===== src/rtl/onehot_decoder_seq_if.sv =====
// Interface for the one-hot decoder: the control/select inputs and the registered
// decode results, with master (driver) and slave (decoder) views.
interface onehot_decoder_seq_if #(
  parameter int SEL_W   = 2,
  parameter int NUM_OUT = 4
);
  logic               en;
  logic [1:0]         mode;
  logic [SEL_W-1:0]   sel;
  logic               load;
  logic               step;
  logic [NUM_OUT-1:0] dout;
  logic [SEL_W-1:0]   idx;
  logic               valid;
  logic               wrap;
  logic               err;

  modport master (
    output en, mode, sel, load, step,
    input  dout, idx, valid, wrap, err
  );

  modport slave (
    input  en, mode, sel, load, step,
    output dout, idx, valid, wrap, err
  );
endinterface


===== src/rtl/onehot_decoder_seq.sv =====
// Registered binary-to-one-hot decoder with a scan mode that walks the active
// output up or down on step strobes; optional active-low outputs.
//
// state  | meaning
// IDLE   | outputs inactive; waiting for en=1 with a non-HOLD mode
// ACTIVE | decoding (DIRECT) or scanning (SCAN_UP/SCAN_DOWN), or frozen (HOLD)
module onehot_decoder_seq #(
  parameter int SEL_W      = 2,
  parameter int NUM_OUT    = 4,
  parameter int ACTIVE_LOW = 0
) (
  input  logic                 clk,
  input  logic                 rst,
  onehot_decoder_seq_if.slave  bus
);
  typedef enum logic {IDLE, ACTIVE} state_t;

  localparam logic [1:0] MODE_DIRECT = 2'b00;
  localparam logic [1:0] MODE_UP     = 2'b01;
  localparam logic [1:0] MODE_DOWN   = 2'b10;
  localparam logic [1:0] MODE_HOLD   = 2'b11;

  localparam logic [SEL_W:0]     NUM_OUT_EXT = (SEL_W+1)'(NUM_OUT);
  localparam logic [SEL_W-1:0]   LAST_IDX    = SEL_W'(NUM_OUT - 1);
  localparam logic [NUM_OUT-1:0] INACTIVE    = {NUM_OUT{ACTIVE_LOW != 0}};

  state_t             state;
  logic [NUM_OUT-1:0] dout_q;
  logic [SEL_W-1:0]   idx_q;
  logic               valid_q;
  logic               wrap_q;
  logic               err_q;

  logic               sel_ok;
  logic [SEL_W-1:0]   scan_idx;
  logic               scan_wrap;

  assign sel_ok = {1'b0, bus.sel} < NUM_OUT_EXT;

  // Wrap at NUM_OUT-1 rather than at the natural SEL_W-bit overflow.
  always_comb begin
    scan_idx  = idx_q;
    scan_wrap = 1'b0;
    if (bus.mode == MODE_UP) begin
      if (idx_q == LAST_IDX) begin
        scan_idx  = '0;
        scan_wrap = 1'b1;
      end else begin
        scan_idx = idx_q + 1'b1;
      end
    end else if (bus.mode == MODE_DOWN) begin
      if (idx_q == '0) begin
        scan_idx  = LAST_IDX;
        scan_wrap = 1'b1;
      end else begin
        scan_idx = idx_q - 1'b1;
      end
    end
  end

  function automatic logic [NUM_OUT-1:0] drive(input logic [SEL_W-1:0] i);
    logic [NUM_OUT-1:0] v;
    v = '0;
    for (int k = 0; k < NUM_OUT; k++) begin
      if (i == SEL_W'(k)) v[k] = 1'b1;
    end
    return (ACTIVE_LOW != 0) ? ~v : v;
  endfunction

  always_ff @(posedge clk) begin
    if (rst) begin
      state   <= IDLE;
      dout_q  <= INACTIVE;
      idx_q   <= '0;
      valid_q <= 1'b0;
      wrap_q  <= 1'b0;
      err_q   <= 1'b0;
    end else begin
      wrap_q <= 1'b0;
      err_q  <= 1'b0;
      if (!bus.en) begin
        state   <= IDLE;
        dout_q  <= INACTIVE;
        valid_q <= 1'b0;
      end else if (bus.mode == MODE_HOLD) begin
        if (state == IDLE) begin
          dout_q  <= INACTIVE;
          valid_q <= 1'b0;
        end
      end else begin
        state <= ACTIVE;
        if (bus.mode == MODE_DIRECT) begin
          if (sel_ok) begin
            dout_q  <= drive(bus.sel);
            idx_q   <= bus.sel;
            valid_q <= 1'b1;
          end else begin
            dout_q  <= INACTIVE;
            valid_q <= 1'b0;
            err_q   <= 1'b1;
          end
        end else if (bus.load) begin
          if (sel_ok) begin
            idx_q  <= bus.sel;
            dout_q <= drive(bus.sel);
          end else begin
            dout_q <= drive(idx_q);
            err_q  <= 1'b1;
          end
          valid_q <= 1'b1;
        end else if (bus.step && state == ACTIVE) begin
          // The entry cycle from IDLE only presents the retained index.
          idx_q   <= scan_idx;
          dout_q  <= drive(scan_idx);
          valid_q <= 1'b1;
          wrap_q  <= scan_wrap;
        end else begin
          dout_q  <= drive(idx_q);
          valid_q <= 1'b1;
        end
      end
    end
  end

  assign bus.dout  = dout_q;
  assign bus.idx   = idx_q;
  assign bus.valid = valid_q;
  assign bus.wrap  = wrap_q;
  assign bus.err   = err_q;
endmodule


===== src/flat_wrapper.sv =====
// flat-port wrapper written by rule: the top's interface ports become plain ports
module onehot_decoder_seq_flat 
#(
  parameter int SEL_W      = 2,
  parameter int NUM_OUT    = 4,
  parameter int ACTIVE_LOW = 0
)
  (clk, rst, bus_en, bus_mode, bus_sel, bus_load, bus_step, bus_dout, bus_idx, bus_valid, bus_wrap, bus_err);
  onehot_decoder_seq_if #(.SEL_W(SEL_W), .NUM_OUT(NUM_OUT)) bus_i ();
  input  logic clk;
  input  logic rst;
  input wire logic [$bits(bus_i.en)-1:0] bus_en;
  input wire logic [$bits(bus_i.mode)-1:0] bus_mode;
  input wire logic [$bits(bus_i.sel)-1:0] bus_sel;
  input wire logic [$bits(bus_i.load)-1:0] bus_load;
  input wire logic [$bits(bus_i.step)-1:0] bus_step;
  output wire logic [$bits(bus_i.dout)-1:0] bus_dout;
  output wire logic [$bits(bus_i.idx)-1:0] bus_idx;
  output wire logic [$bits(bus_i.valid)-1:0] bus_valid;
  output wire logic [$bits(bus_i.wrap)-1:0] bus_wrap;
  output wire logic [$bits(bus_i.err)-1:0] bus_err;
  assign bus_i.en = bus_en;
  assign bus_i.mode = bus_mode;
  assign bus_i.sel = bus_sel;
  assign bus_i.load = bus_load;
  assign bus_i.step = bus_step;
  assign bus_dout = bus_i.dout;
  assign bus_idx = bus_i.idx;
  assign bus_valid = bus_i.valid;
  assign bus_wrap = bus_i.wrap;
  assign bus_err = bus_i.err;
  onehot_decoder_seq #(.SEL_W(SEL_W), .NUM_OUT(NUM_OUT), .ACTIVE_LOW(ACTIVE_LOW)) u_core (.clk(clk), .rst(rst), .bus(bus_i));
endmodule

===== config.mk =====
export PLATFORM = sky130hd
export DESIGN_NAME = onehot_decoder_seq_flat
export DESIGN_NICKNAME = d
export VERILOG_FILES = /design/src/rtl/onehot_decoder_seq_if.sv /design/src/rtl/onehot_decoder_seq.sv /design/src/flat_wrapper.sv
export SDC_FILE = /design/constraint.sdc
export NUM_CORES = 1
export LEC_CHECK = 0
export ABC_AREA = 1
export CAP_MARGIN = 5
export CORE_UTILIZATION = 40
export DETAILED_ROUTE_END_ITERATION = 6
export PLACE_DENSITY = 0.68
export SLEW_MARGIN = 20
export SYNTH_ARGS = -nofsm -noshare
export SYNTH_HDL_FRONTEND = slang
export SYNTH_SLANG_ARGS = --single-unit

===== constraint.sdc =====
create_clock -name clk -period 2.9 [get_ports clk]
set_input_delay 0.58 -clock clk [delete_from_list [all_inputs] [get_ports clk]]
set_output_delay 0.58 -clock clk [all_outputs]
set_load 0.01 [all_outputs]

==> impl_metrics.ini <==
[clock_tree]
h-tree-depth = 1
cts.path.max_buffers = 2
clock_latency_ns = 0.28
hold_buffers = 0
post_cts_buffers = 0
cts_tree = built
cts_buffers = 3
cts_root_buffer = clkbuf_4
cts_resized = 0
path_clk_slew_ns = 0.07
cts_num_sinks = 9

[power]
p_comb_share_pct = 26.4
power_density_nw_per_um2 = 370
clkPwrFrac_pct = 32.3
peakVddDrop_mv = 0.242
p_int_mw = 0.221
p_seq_share_pct = 41.3
power_switching_mw = 0.105
switching_share_pct = 32.2
leakagePower_nw = 0.402

[drt]
drt_iter0_markers = 12
wl_per_cell_um = 11.0
route.detailed.drc = 2
wirelength_um = 1490
vias = 698
ant_nets = 0
vias_per_cell = 5.13
drtPass1Iterations = 6

[worst_setup_path]
crit_required_ns = 2.32
arrival_ns = 1.44
crit_family = buffers and inverters
path_class = reg -> out
cp.buffers_inverters = 1
cp_cell_sequence = clkdlybuf4s50_1
worst_path_max_delay_cell = clkdlybuf4s50_1
cp_max_fo = 10
critPathLaunchType = flop
critPathMaxStageDelay_ns = 0.61
critPathCaptureType = primary output

[die]
dieArea_um2 = 1880
io_pins = 18
die_y_um = 43.4
core_um2 = 1560
start_util_pct = 43.9
fp-row-count = 14
die_w_um = 43.4

[grt]
grt_pass1_vias = 599
grt_pass1_wl_um = 2500
grt_max_degree = 11
grt.total_usage_pct = 18.5
grt-ovfl-total = 0
antenna_found_initial = 0

[yosys]
ys_types = 21
syn_area_per_cell_um2 = 6.78
synth-seq-area-share_pct = 26.3
synth_nets = 118
synth-edff-count = 0
synthArstFlopShare_pct = 0
synth.area.top_cells = dfxtp_1, nand2_1, ha_1
ys_seq_elements = 9
synthCells = 101
synth_top_area_share_pct = 26.3
synthTopCellsByCount = nand2_1, nand3_1, dfxtp_1
synth_top_flop_cell = dfxtp_1
yosys.cell_count.top_type = nand2_1
ys_warn_count = 0
syn_area_um2 = 684
yosys.area.top_type = dfxtp_1

[layout]
drive_gt1_share_pct = 14.2
diodes = 0
num-nets-final = 138
post-route-util_pct = 56.7
area_growth_pct = 29.1
num-fill-cells = 165

[sta]
fin_worst_skew_ns = 0.0122
rsz0062_at_grt = false
finalHoldViolCount = 0
timing.final.crit_period_ns = 2.02
tns_ns = 0
fmax_mhz = 495
setup_viol = 0
final_max_slew_viol_count = 0
finalCritPeriodShare_pct = 69.6

[min_path]
hold_path_class = reg -> reg

[placed_design]
gp_congestion = 0.827
dp_hpwl_um = 1190
portBuffers = 16

[run]
max-cap-violations = 0

[outcome]
violations = design-rule violations
outcome = complete, but fails checks
## path summary, 6_finish.rpt
path,slack [ns],start,to,cells after the start
worst max register to register,1.20,u_core.bus.idx[0]$_SDFFE_PP0P_,u_core.bus.dout[3]$_SDFFE_PP0P_,9
worst max-delay path,0.88,u_core.bus.idx[0]$_SDFFE_PP0P_,bus_idx[0],1
worst min register to register,0.47,u_core.bus.valid$_SDFFE_PP0P_,u_core.bus.valid$_SDFFE_PP0P_,1
worst min-delay path,0.47,u_core.bus.valid$_SDFFE_PP0P_,u_core.bus.valid$_SDFFE_PP0P_,1
## final cells by class
class	count	area (µm²)	area share, %
multi-input combinational	77	444	50.3
inverter	14	52.6	5.95
sequential	9	180	20.4
clock buffer	4	26.3	2.97
tap	16	20.0	2.27
timing repair buffer	16	160	18.1
## registers in the layout (all words and copies together), names as in the netlist
| signal | flops |
|---|---|
| u_core.state | 1 |
| u_core.bus.idx | 2 |
| u_core.bus.valid | 1 |
| u_core.bus.wrap | 1 |
| u_core.bus.dout | 4 |
## power groups by stage
stage	combinational, mW	sequential [mW]	clock [mW]
5_1_grt	0.0978	0.136	0.114
3_3_place_gp	0.0844	0.138	0
4_1_cts	0.0864	0.135	0.105
6_report	0.0864	0.135	0.105
3_5_place_dp	0.0860	0.138	0
2_1_floorplan	0.0518	0.139	0
## logic make-up after synthesis
logic type	share of synthesized area [%]
buffers and inverters	8.78
AND/OR/NAND/NOR	33.6
other	0.548
AO/OA/AOI/OAI	16.1
adder cells (fa/ha/maj)	14.6
flip-flops	26.3
## layer usage
layer,vias up,GRT usage (%),part of all wire (%)
li1,364,-,-
met1,310,23.8,50
met2,22,27.6,44
met3,2,6.25,5.3
met4,0,9.38,1.1
met5,-,0,0
## metrics by stage
step           cell area, µm²  power [mW]  setup WS [ns]  hold WS [ns]  instances
6_report                  883       0.327          0.882         0.469        136
5_1_grt                   883       0.348          0.804         0.485        136
4_1_cts                   883       0.326          0.883         0.472        136
3_5_place_dp              857       0.224          0.715         0.457        132
3_3_place_gp              857       0.222          0.758         0.455        132
2_1_floorplan             684       0.191           1.38         0.475        101
## cell usage in the layout (no fill, tap or decap)
cell | netlist | routed
o21bai_1 | 3 | 3
a21oi_1 | 8 | 8
ha_1 | 8 | 8
o21a_1 | 1 | 1
nand3_1 | 11 | 11
conb_1 | 1 | 1
a21boi_1 | 1 | 1
nand2_2 | 2 | 2
nand2_1 | 27 | 27
clkdlybuf4s50_1 | 0 | 16
nor2_1 | 5 | 5
clkbuf_4 | 0 | 3
nand3_2 | 2 | 2
dfxtp_1 | 9 | 9
inv_1 | 8 | 8
nor2_2 | 1 | 1
nor3_1 | 1 | 1
inv_2 | 6 | 6
clkbuf_1 | 0 | 1
o21ai_1 | 2 | 2
a21oi_2 | 2 | 2
o21ai_0 | 1 | 1
nor2_4 | 1 | 1
Note: power is estimated with default switching activity, not from simulation.
